<file path="config.mk">
export PLATFORM = sky130hd
export DESIGN_NAME = idu_stage_flat
export DESIGN_NICKNAME = d
export VERILOG_FILES = /design/src/rtl/idu_stage_if.sv /design/src/rtl/idu_stage.sv /design/src/flat_wrapper.sv
export SDC_FILE = /design/constraint.sdc
export NUM_CORES = 1
export LEC_CHECK = 0
export BUFFER_PORTS_ARGS = -buffer_cell sky130_fd_sc_hd__buf_2
export CAP_MARGIN = 20
export CORE_MARGIN = 3
export CORE_UTILIZATION = 45
export DETAILED_ROUTE_END_ITERATION = 8
export PLACE_DENSITY = 0.67
export SYNTH_ARGS = -nofsm -noshare
export SYNTH_HDL_FRONTEND = slang
export SYNTH_SLANG_ARGS = --single-unit
</file>
<file path="constraint.sdc">
create_clock -name clk -period 4.45 [get_ports clk]
set_input_delay 0.2225 -clock clk [delete_from_list [all_inputs] [get_ports clk]]
set_output_delay 0.2225 -clock clk [all_outputs]
set_load 0.02 [all_outputs]
</file>
<file path="src/rtl/idu_stage_if.sv">
// Fetch-side and decode-side handshake bundle of the decode stage.
// The stage uses the slave modport; the IFU/EXU side drives the master modport.
interface idu_stage_if;
    logic        in_valid;
    logic        in_ready;
    logic [31:0] in_inst;
    logic [31:0] in_pc;
    logic        flush;

    logic        out_valid;
    logic        out_ready;
    logic [31:0] out_pc;
    logic [31:0] out_imm;
    logic        out_imm_for_alu;
    logic [4:0]  out_rs1;
    logic [4:0]  out_rs2;
    logic [4:0]  out_rd;
    logic        out_reg_wen;
    logic [1:0]  out_wdata_sel;
    logic        out_mem_ren;
    logic        out_mem_wen;
    logic [1:0]  out_mem_size;
    logic        out_mem_unsigned;
    logic [1:0]  out_npc_sel;
    logic [4:0]  out_alu_op;
    logic        out_halt;
    logic        out_illegal;

    modport master (
        output in_valid, in_inst, in_pc, flush, out_ready,
        input  in_ready, out_valid, out_pc, out_imm, out_imm_for_alu,
               out_rs1, out_rs2, out_rd, out_reg_wen, out_wdata_sel,
               out_mem_ren, out_mem_wen, out_mem_size, out_mem_unsigned,
               out_npc_sel, out_alu_op, out_halt, out_illegal
    );

    modport slave (
        input  in_valid, in_inst, in_pc, flush, out_ready,
        output in_ready, out_valid, out_pc, out_imm, out_imm_for_alu,
               out_rs1, out_rs2, out_rd, out_reg_wen, out_wdata_sel,
               out_mem_ren, out_mem_wen, out_mem_size, out_mem_unsigned,
               out_npc_sel, out_alu_op, out_halt, out_illegal
    );
endinterface

</file>
<file path="src/rtl/idu_stage.sv">
// RV32I/E(+M) decode stage: combinational decode of the incoming word into a
// registered bundle, with an optional skid entry and sticky halt on EBREAK.
//
// state    | meaning
// ---------+---------------------------------------------------
// ST_EMPTY | no bundle held, out_valid = 0
// ST_ONE   | output entry valid
// ST_TWO   | output entry and skid entry valid (SKID=1 only)
module idu_stage #(
    parameter bit RVE      = 1'b0,
    parameter bit ENABLE_M = 1'b1,
    parameter bit SKID     = 1'b1
) (
    input logic         clk,
    input logic         rst,
    idu_stage_if.slave  bus
);

    typedef struct packed {
        logic [31:0] pc;
        logic [31:0] imm;
        logic        imm_for_alu;
        logic [4:0]  rs1;
        logic [4:0]  rs2;
        logic [4:0]  rd;
        logic        reg_wen;
        logic [1:0]  wdata_sel;
        logic        mem_ren;
        logic        mem_wen;
        logic [1:0]  mem_size;
        logic        mem_unsigned;
        logic [1:0]  npc_sel;
        logic [4:0]  alu_op;
        logic        halt;
        logic        illegal;
    } bundle_t;

    typedef enum logic [1:0] {ST_EMPTY, ST_ONE, ST_TWO} state_t;

    localparam logic [6:0] OPC_LUI    = 7'b0110111;
    localparam logic [6:0] OPC_AUIPC  = 7'b0010111;
    localparam logic [6:0] OPC_JAL    = 7'b1101111;
    localparam logic [6:0] OPC_JALR   = 7'b1100111;
    localparam logic [6:0] OPC_BRANCH = 7'b1100011;
    localparam logic [6:0] OPC_LOAD   = 7'b0000011;
    localparam logic [6:0] OPC_STORE  = 7'b0100011;
    localparam logic [6:0] OPC_IMM    = 7'b0010011;
    localparam logic [6:0] OPC_OP     = 7'b0110011;
    localparam logic [6:0] OPC_FENCE  = 7'b0001111;
    localparam logic [6:0] OPC_SYSTEM = 7'b1110011;
    localparam logic [31:0] INST_ECALL  = 32'h0000_0073;
    localparam logic [31:0] INST_EBREAK = 32'h0010_0073;

    logic [31:0] inst;
    logic [6:0]  opc;
    logic [2:0]  f3;
    logic [6:0]  f7;
    logic [4:0]  rs1_f;
    logic [4:0]  rs2_f;
    logic [4:0]  rd_f;
    logic [31:0] imm_i;
    logic [31:0] imm_s;
    logic [31:0] imm_b;
    logic [31:0] imm_u;
    logic [31:0] imm_j;

    assign inst  = bus.in_inst;
    assign opc   = inst[6:0];
    assign rd_f  = inst[11:7];
    assign f3    = inst[14:12];
    assign rs1_f = inst[19:15];
    assign rs2_f = inst[24:20];
    assign f7    = inst[31:25];

    assign imm_i = {{20{inst[31]}}, inst[31:20]};
    assign imm_s = {{20{inst[31]}}, inst[31:25], inst[11:7]};
    assign imm_b = {{19{inst[31]}}, inst[31], inst[7], inst[30:25], inst[11:8], 1'b0};
    assign imm_u = {inst[31:12], 12'b0};
    assign imm_j = {{11{inst[31]}}, inst[31], inst[19:12], inst[20], inst[30:21], 1'b0};

    bundle_t dec;
    logic    legal;
    logic    use_rs1;
    logic    use_rs2;
    logic    use_rd;

    always_comb begin
        dec     = '0;
        legal   = 1'b1;
        use_rs1 = 1'b0;
        use_rs2 = 1'b0;
        use_rd  = 1'b0;
        dec.pc  = bus.in_pc;
        dec.rs1 = rs1_f;
        dec.rs2 = rs2_f;
        dec.rd  = rd_f;
        case (opc)
            OPC_LUI: begin
                dec.imm     = imm_u;
                dec.rs1     = 5'd0;
                dec.reg_wen = 1'b1;
                use_rd      = 1'b1;
            end
            OPC_AUIPC: begin
                dec.imm       = imm_u;
                dec.wdata_sel = 2'b10;
                dec.reg_wen   = 1'b1;
                use_rd        = 1'b1;
            end
            OPC_JAL: begin
                dec.imm       = imm_j;
                dec.wdata_sel = 2'b01;
                dec.npc_sel   = 2'b01;
                dec.reg_wen   = 1'b1;
                use_rd        = 1'b1;
            end
            OPC_JALR: begin
                dec.imm         = imm_i;
                dec.imm_for_alu = 1'b1;
                dec.wdata_sel   = 2'b01;
                dec.npc_sel     = 2'b10;
                dec.reg_wen     = 1'b1;
                use_rs1         = 1'b1;
                use_rd          = 1'b1;
                legal           = (f3 == 3'b000);
            end
            OPC_BRANCH: begin
                dec.imm     = imm_b;
                dec.npc_sel = 2'b01;
                dec.alu_op  = {2'b01, f3};
                use_rs1     = 1'b1;
                use_rs2     = 1'b1;
                legal       = (f3[2:1] != 2'b01);
            end
            OPC_LOAD: begin
                dec.imm          = imm_i;
                dec.imm_for_alu  = 1'b1;
                dec.wdata_sel    = 2'b11;
                dec.mem_ren      = 1'b1;
                dec.mem_size     = f3[1:0];
                dec.mem_unsigned = f3[2];
                dec.reg_wen      = 1'b1;
                use_rs1          = 1'b1;
                use_rd           = 1'b1;
                legal            = (f3 != 3'b011) && (f3[2:1] != 2'b11);
            end
            OPC_STORE: begin
                dec.imm         = imm_s;
                dec.imm_for_alu = 1'b1;
                dec.mem_wen     = 1'b1;
                dec.mem_size    = f3[1:0];
                use_rs1         = 1'b1;
                use_rs2         = 1'b1;
                legal           = !f3[2] && (f3[1:0] != 2'b11);
            end
            OPC_IMM: begin
                dec.imm         = imm_i;
                dec.imm_for_alu = 1'b1;
                dec.reg_wen     = 1'b1;
                // only SRAI borrows imm[10] as the alternate-op bit
                dec.alu_op      = {1'b0, f7[5] & (f3 == 3'b101), f3};
                use_rs1         = 1'b1;
                use_rd          = 1'b1;
                if (f3 == 3'b001)
                    legal = (f7 == 7'b0000000);
                else if (f3 == 3'b101)
                    legal = (f7 == 7'b0000000) || (f7 == 7'b0100000);
            end
            OPC_OP: begin
                dec.reg_wen = 1'b1;
                use_rs1     = 1'b1;
                use_rs2     = 1'b1;
                use_rd      = 1'b1;
                if (f7 == 7'b0000001) begin
                    dec.alu_op = {2'b10, f3};
                    legal      = ENABLE_M;
                end else if (f7 == 7'b0000000) begin
                    dec.alu_op = {2'b00, f3};
                end else if (f7 == 7'b0100000) begin
                    dec.alu_op = {2'b01, f3};
                    legal      = (f3 == 3'b000) || (f3 == 3'b101);
                end else begin
                    legal = 1'b0;
                end
            end
            OPC_FENCE: begin
                legal = 1'b1;
            end
            OPC_SYSTEM: begin
                dec.halt = (inst == INST_EBREAK);
                legal    = (inst == INST_EBREAK) || (inst == INST_ECALL);
            end
            default: legal = 1'b0;
        endcase

        if (RVE && ((use_rs1 && rs1_f[4]) || (use_rs2 && rs2_f[4]) || (use_rd && rd_f[4])))
            legal = 1'b0;

        dec.illegal = !legal;
        if (!legal) begin
            dec.reg_wen = 1'b0;
            dec.mem_ren = 1'b0;
            dec.mem_wen = 1'b0;
            dec.npc_sel = 2'b00;
        end
    end

    state_t  state;
    bundle_t out_q;
    bundle_t skid_q;
    logic    halted;
    logic    accept;
    logic    out_fire;

    // Without a skid entry the stage may only accept when the output drains this cycle.
    assign bus.in_ready  = SKID ? ((state != ST_TWO) && !halted)
                                : (((state == ST_EMPTY) || bus.out_ready) && !halted);
    assign bus.out_valid = (state != ST_EMPTY);
    assign accept        = bus.in_valid && bus.in_ready;
    assign out_fire      = bus.out_valid && bus.out_ready;

    always_ff @(posedge clk) begin
        if (rst) begin
            state  <= ST_EMPTY;
            out_q  <= '0;
            skid_q <= '0;
            halted <= 1'b0;
        end else if (bus.flush) begin
            state  <= ST_EMPTY;
            halted <= 1'b0;
        end else begin
            if (accept && dec.halt)
                halted <= 1'b1;
            case (state)
                ST_EMPTY: begin
                    if (accept) begin
                        out_q <= dec;
                        state <= ST_ONE;
                    end
                end
                ST_ONE: begin
                    if (accept && out_fire) begin
                        out_q <= dec;
                    end else if (accept) begin
                        skid_q <= dec;
                        state  <= ST_TWO;
                    end else if (out_fire) begin
                        state <= ST_EMPTY;
                    end
                end
                ST_TWO: begin
                    if (out_fire) begin
                        out_q <= skid_q;
                        state <= ST_ONE;
                    end
                end
                default: state <= ST_EMPTY;
            endcase
        end
    end

    assign bus.out_pc           = out_q.pc;
    assign bus.out_imm          = out_q.imm;
    assign bus.out_imm_for_alu  = out_q.imm_for_alu;
    assign bus.out_rs1          = out_q.rs1;
    assign bus.out_rs2          = out_q.rs2;
    assign bus.out_rd           = out_q.rd;
    assign bus.out_reg_wen      = out_q.reg_wen;
    assign bus.out_wdata_sel    = out_q.wdata_sel;
    assign bus.out_mem_ren      = out_q.mem_ren;
    assign bus.out_mem_wen      = out_q.mem_wen;
    assign bus.out_mem_size     = out_q.mem_size;
    assign bus.out_mem_unsigned = out_q.mem_unsigned;
    assign bus.out_npc_sel      = out_q.npc_sel;
    assign bus.out_alu_op       = out_q.alu_op;
    assign bus.out_halt         = out_q.halt;
    assign bus.out_illegal      = out_q.illegal;

endmodule

</file>
<file path="src/flat_wrapper.sv">
// flat-port wrapper written by rule: the top's interface ports become plain ports
module idu_stage_flat 
#(
    parameter bit RVE      = 1'b0,
    parameter bit ENABLE_M = 1'b1,
    parameter bit SKID     = 1'b1
)
  (clk, rst, bus_in_valid, bus_in_inst, bus_in_pc, bus_flush, bus_out_ready, bus_in_ready, bus_out_valid, bus_out_pc, bus_out_imm, bus_out_imm_for_alu, bus_out_rs1, bus_out_rs2, bus_out_rd, bus_out_reg_wen, bus_out_wdata_sel, bus_out_mem_ren, bus_out_mem_wen, bus_out_mem_size, bus_out_mem_unsigned, bus_out_npc_sel, bus_out_alu_op, bus_out_halt, bus_out_illegal);
  idu_stage_if bus_i ();
  input logic clk;
  input logic rst;
  input wire logic [$bits(bus_i.in_valid)-1:0] bus_in_valid;
  input wire logic [$bits(bus_i.in_inst)-1:0] bus_in_inst;
  input wire logic [$bits(bus_i.in_pc)-1:0] bus_in_pc;
  input wire logic [$bits(bus_i.flush)-1:0] bus_flush;
  input wire logic [$bits(bus_i.out_ready)-1:0] bus_out_ready;
  output wire logic [$bits(bus_i.in_ready)-1:0] bus_in_ready;
  output wire logic [$bits(bus_i.out_valid)-1:0] bus_out_valid;
  output wire logic [$bits(bus_i.out_pc)-1:0] bus_out_pc;
  output wire logic [$bits(bus_i.out_imm)-1:0] bus_out_imm;
  output wire logic [$bits(bus_i.out_imm_for_alu)-1:0] bus_out_imm_for_alu;
  output wire logic [$bits(bus_i.out_rs1)-1:0] bus_out_rs1;
  output wire logic [$bits(bus_i.out_rs2)-1:0] bus_out_rs2;
  output wire logic [$bits(bus_i.out_rd)-1:0] bus_out_rd;
  output wire logic [$bits(bus_i.out_reg_wen)-1:0] bus_out_reg_wen;
  output wire logic [$bits(bus_i.out_wdata_sel)-1:0] bus_out_wdata_sel;
  output wire logic [$bits(bus_i.out_mem_ren)-1:0] bus_out_mem_ren;
  output wire logic [$bits(bus_i.out_mem_wen)-1:0] bus_out_mem_wen;
  output wire logic [$bits(bus_i.out_mem_size)-1:0] bus_out_mem_size;
  output wire logic [$bits(bus_i.out_mem_unsigned)-1:0] bus_out_mem_unsigned;
  output wire logic [$bits(bus_i.out_npc_sel)-1:0] bus_out_npc_sel;
  output wire logic [$bits(bus_i.out_alu_op)-1:0] bus_out_alu_op;
  output wire logic [$bits(bus_i.out_halt)-1:0] bus_out_halt;
  output wire logic [$bits(bus_i.out_illegal)-1:0] bus_out_illegal;
  assign bus_i.in_valid = bus_in_valid;
  assign bus_i.in_inst = bus_in_inst;
  assign bus_i.in_pc = bus_in_pc;
  assign bus_i.flush = bus_flush;
  assign bus_i.out_ready = bus_out_ready;
  assign bus_in_ready = bus_i.in_ready;
  assign bus_out_valid = bus_i.out_valid;
  assign bus_out_pc = bus_i.out_pc;
  assign bus_out_imm = bus_i.out_imm;
  assign bus_out_imm_for_alu = bus_i.out_imm_for_alu;
  assign bus_out_rs1 = bus_i.out_rs1;
  assign bus_out_rs2 = bus_i.out_rs2;
  assign bus_out_rd = bus_i.out_rd;
  assign bus_out_reg_wen = bus_i.out_reg_wen;
  assign bus_out_wdata_sel = bus_i.out_wdata_sel;
  assign bus_out_mem_ren = bus_i.out_mem_ren;
  assign bus_out_mem_wen = bus_i.out_mem_wen;
  assign bus_out_mem_size = bus_i.out_mem_size;
  assign bus_out_mem_unsigned = bus_i.out_mem_unsigned;
  assign bus_out_npc_sel = bus_i.out_npc_sel;
  assign bus_out_alu_op = bus_i.out_alu_op;
  assign bus_out_halt = bus_i.out_halt;
  assign bus_out_illegal = bus_i.out_illegal;
  idu_stage #(.RVE(RVE), .ENABLE_M(ENABLE_M), .SKID(SKID)) u_core (.clk(clk), .rst(rst), .bus(bus_i));
endmodule
</file>
* Yosys cells after proc, flatten, opt, wreduce, memory -nomap -nowiden
Cells that the tools add are included.
Storage, ports and cells: register bits 197, output and inout port bits 99
Cells by class: eq/ne operators 29, muxes and demuxes 34, bitwise gates (word level) 3, reductions and logical operators 30
Operator list (count):
- 97-bit two-way mux | 3
- 97-bit case mux with 3 select lines | 1
- 32-bit case mux with 5 select lines | 1
- 32-bit by 21-bit equality test with 1-bit output, second input constant | 1
- 32-bit by 7-bit equality test with 1-bit output, second input constant | 1
- 7-bit by 6-bit equality test with 1-bit output, second input constant | 4
- 7-bit equality test, second input constant | 4
- 2-bit two-way mux | 8
- 5-bit two-way mux | 3
- 5-bit case mux with 3 select lines | 1
- 7-bit by 5-bit equality test with 1-bit output, second input constant | 2
- 1-bit two-way mux | 12
- 2-bit case mux with 3 select lines | 2
- 2-bit OR reduction | 5
- 2-bit by 1-bit inequality test with 1-bit output, second input constant | 4
- 2-bit inequality test, second input constant | 4
- 1-bit case mux with 8 select lines | 1
- 4-bit AND reduction | 2
- 4-bit OR reduction | 2
- 7-bit by 1-bit equality test with 1-bit output, second input constant | 1
- 7-bit by 2-bit equality test with 1-bit output, second input constant | 1
- 7-bit by 4-bit equality test with 1-bit output, second input constant | 1
- 1-bit logical AND | 7
- 7-bit logical NOT | 1
- 19 further kinds | 24

* Longest topological paths before layout
word-level depth 9, gate-level depth with buffers 8, mapped depth without buffers 5

* Worst setup path before layout
No wires, ideal clock.
path kind in2reg, start in bus_in_inst[2], end reg u_core.out_q, in the netlist u_core.bus.out_imm[18], library setup time 0.117 ns, arrival 1.560 ns, path slack 2.772 ns, stages 8, path buffers 3, path through buf_2 -> and4b_1 -> buf_2 -> o21a_1 -> o21ai_4 -> buf_6 -> nand3_1 -> a32o_1
Between the ends: cells in the longest elaborated chain, start to end 5, elaborated cells between the ends (all ways) 14, those cells by class eq/ne: 8; mux: 4; reduce/logical: 2
Ends and longest elaborated chain:
- start: declaration | line flat_wrapper.sv:13 | input wire logic [$bits(bus_i.in_inst)-1:0] bus_in_inst;
- 7-bit equality test (tied with other cells) | line idu_stage.sv:97 | case (opc)
- 3-bit OR reduction (no source line) / 2-bit OR reduction (equally long branches)
- 32-bit case mux with 5 select lines * | line idu_stage.sv:97
- 97-bit two-way mux, on equally long branches | line idu_stage.sv:242, idu_stage.sv:236
- 97-bit case mux with 3 select lines * | line idu_stage.sv:234 | case (state)
- end signal: assignment | line idu_stage.sv:253 | out_q <= skid_q;
- end: declaration | line idu_stage.sv:209 | bundle_t out_q;
Mark *: on every way between the ends. The rest lies on a longest branch, timed or not. The select of a mux whose other input is x is not followed. A chain may end at the register's enable or synchronous reset.

* Worst setup path after layout
start reg u_core.state[1], end reg u_core.out_q, in the netlist u_core.bus.out_imm[16]
Between the ends: cells in the longest elaborated chain, start to end 6, elaborated cells between the ends (all ways) 15, those cells by class eq/ne: 6; mux: 1; reduce/logical: 8
Ends and longest elaborated chain:
- start: declaration | line idu_stage.sv:208 | state_t state;
- start signal: assignment | line idu_stage.sv:224 | state <= ST_EMPTY;
- start signal: assignment | line idu_stage.sv:229 | state <= ST_EMPTY;
- start signal: assignment | line idu_stage.sv:238 | state <= ST_ONE;
- 2-bit inequality test | line idu_stage.sv:216 | assign bus.in_ready = SKID ? ((state != ST_TWO) && !halted)
- 1-bit logical AND | line idu_stage.sv:216
- 1-bit logical AND | line idu_stage.sv:219 | assign accept = bus.in_valid && bus.in_ready;
- 1-bit logical AND | line idu_stage.sv:242 | if (accept && out_fire) begin
- 2-bit by 1-bit inequality test with 1-bit output (no source line)
- 5-bit AND reduction (no source line)
Parallel ways exist; a longest one is shown, timed or not.

==> qor.csv <==
metric,value,unit
status,"complete, no violations",
antenna violations before repair,1,
Worst-path clk slew,0.07,ns
global-route wire length before repair,38900,um
Die Height,144,um
full die area,0.0208,sq mm
Max Buffers Root-to-Sink,2,
Layout Utilization,54.8,%
initial detailed-routing violation count,672,
startpoint types,flip-flop,
cell area after technology mapping,0.00860,sq mm
clock sink count,197,
Buffers on Ports,167,
largest fanout on the critical path,118,
capturing element type of the critical path,flip-flop,
Period minus WS final,2.63,ns
#FFs+latches synth,197,
DIE WIDTH,144,um
worst setup skew after layout,0.00660,ns
share of Yosys cell area claimed by the top area cell type,45.9,%
CTS root buffer,clkbuf_16,
Ys Warns,0,
number of global-route vias before repair,7328,
fraction of registers with async set or reset after synthesis,0,%
average size of a mapped cell,7.89,sq um
remaining antenna violation count after routing,0,
worst vdd ir,287,uV
mean number of vias per cell,5.76,
via count,8193,
path class of the lowest-slack min-delay path,in -> reg,
1st-pass router iterations,5,
final hold vios,0,
"most common cell after layout, fill and taps aside",nand2_1,
routed wire length,24800,um
count of cell types in the netlist,58,
critical path class,reg -> reg,
LEAKAGE,3.83,nW
share of the cycle needed by the critical path after routing,59.1,%
post-place instance area,0.00939,sq mm
"Slew Viols, Final",0,
global-route usage over all layers,23.3,%
number of nets in the synthesized netlist,1158,
unrepaired setup endpoints after global routing,no,
register area share after synthesis,45.9,%
post-route design area,0.0101,sq mm
boundary pin count,168,
Worst EP required,4.77,ns
final setup TNS,0,ns
Worst slew margin,33.5,%
number of enable flip-flop cells after synthesis,0,
core region area,0.0183,sq mm
number of max-capacitance violations reported,0,
number of cells produced by synthesis,1089,
Hold Crit Depth,3,
number of nets in the layout,1250,
count of hold-fix buffers inserted at cts,0,
synthesis-to-layout area growth,16.9,%
largest net degree at the start of global routing,119,
TritonCTS clock tree,built,
cell taking the most area after synthesis,dfxtp_1,
count of standard-cell rows,49,
leading cell types by total area after synthesis,"dfxtp_1, nand2_1, a21oi_1",
maximum clock rate,380,MHz
H-tree levels,4,
antenna cells,0,
leftover overflow at the end of global routing,0,
later-pin clock latency in the skew report,0.43,ns
fraction of layout cells with a size suffix above 1,18.6,%
Inserted Clock Buffers,17,
drt wl/cell,17.5,um
commonest register cell after synthesis,dfxtp_1,
count of non-filler cells in the finished layout,1423,
PD cells,379,mW/mm^2
Final Wtd Congestion,0.894,
number of cells upsized or downsized after cts,0,
Final Power,0.00381,W
fillcell total,1814,
post-detailed-route DRC marker count,0,
starting density of the core,46.9,%
final count of negative-setup-slack endpoints,0,
total half-perimeter wirelength after legalization and detailed placement,15300,um
critical path data arrival time,2.96,ns
most frequent cells in the layout,"nand2_1, dfxtp_1, buf_2",
number of buffers inserted by post-CTS setup repair,0,
Worst Tran Pin Value,0.997,ns
number of placed cells counting well taps,1388,
number of cell instances on the worst register-to-register path,6,
-- logic make-up after synthesis --
group                  after synthesis  synth area share [%]
flip-flops                         197                  45.9
AO/OA/AOI/OAI                      287                  23.2
AND/OR/NAND/NOR                    490                  25.0
buffers and inverters              111                  5.44
XOR/XNOR                             3                 0.306
multiplexers                         1                 0.116
-- critical path, cell delays in order, from the launching register on --
cell,delay (ns)
dfxtp_1,0.43
nor2b_4,0.58
a32oi_2,0.21
nor2_4,0.31
buf_12,0.39
nor2_1,0.27
a32o_1,0.27
-- synthesized netlist by cell type (all sizes together) (2+ instances only) --
cell type and n:
nand2 225, dfxtp 197, nor2 119, a21oi 91
clkbuf 60, nand3 60, a311oi 52, a211oi 44
buf 44, nor3 32, o21ai 27, nand2b 13
o31ai 13, a31oi 9, a32o 9, o211ai 9
and2 7, inv 7, nor4 7, nor2b 5
o21a 5, a221o 4, a221oi 4, a32oi 4
nand4 4, a2111oi 3, and3b 3, or2 3
or3 3, a211o 2, and4b 2, nor3b 2
o21bai 2, o32ai 2, xnor2 2
-- power breakdown --
| group | total, W | switching [W] | internal (W) | leakage [nW] |
|---|---|---|---|---|
| logic | 0.000400 | 0.000269 | 0.000131 | 1.94 |
| registers | 0.00184 | 0.0000281 | 0.00182 | 1.60 |
| clock network | 0.00157 | 0.000680 | 0.000885 | 0.293 |
-- final timing paths --
path                            slack, ns                      to                   from
worst min-delay path                 0.04       u_core.skid_q[89]          bus_in_pc[24]
worst max-delay path                 1.82  u_core.bus.out_imm[16]        u_core.state[1]
worst max register to register       1.82  u_core.bus.out_imm[16]        u_core.state[1]
worst min register to register       0.45   u_core.bus.out_imm[0]  u_core.bus.out_imm[0]
-- state kept, by name, summed over array words and instances, names as in the netlist --
name and count:
u_core.bus.out_wdata_sel 2, u_core.bus.out_mem_ren 1, u_core.state 2, u_core.bus.out_illegal 1, u_core.bus.out_npc_sel 2, u_core.bus.out_imm 32
u_core.bus.out_pc 32, u_core.bus.out_rd 5, u_core.bus.out_imm_for_alu 1, u_core.bus.out_mem_wen 1, u_core.skid_q 97, u_core.bus.out_mem_size 2
u_core.bus.out_alu_op 5, u_core.bus.out_mem_unsigned 1, u_core.bus.out_rs1 5, u_core.bus.out_reg_wen 1, u_core.halted 1, u_core.bus.out_rs2 5
u_core.bus.out_halt 1
-- per-stage QoR --
stage / setup slack (ns) / hold WS, ns
floorplan: 2.77 / 0.314
global placement: 1.82 / 0.438
detailed placement: 1.77 / 0.442
CTS: 1.75 / 0.0186
global route: 1.55 / 0.0271
finish: 1.82 / 0.0368
-- cell type report --
cell class | instances | area, sq um | area share, %
multi-input cells | 781 | 4220 | 41.9
flip-flops and latches | 197 | 3940 | 39.2
repair buffers | 177 | 991 | 9.86
clock buffers | 19 | 433 | 4.31
well taps | 229 | 287 | 2.85
clock inverters | 13 | 156 | 1.56
inverters | 7 | 26.3 | 0.261
-- layer usage --
metal / vias up / GRT usage, % / part of all wire (%)
li1: 4063 / - / -
met1: 3830 / 32.4 / 46
met2: 273 / 37.5 / 47
met3: 25 / 4.13 / 6.1
met4: 2 / 6.43 / 1.3
met5: - / 0 / 0.052
Power figures use the tool's default switching activity.
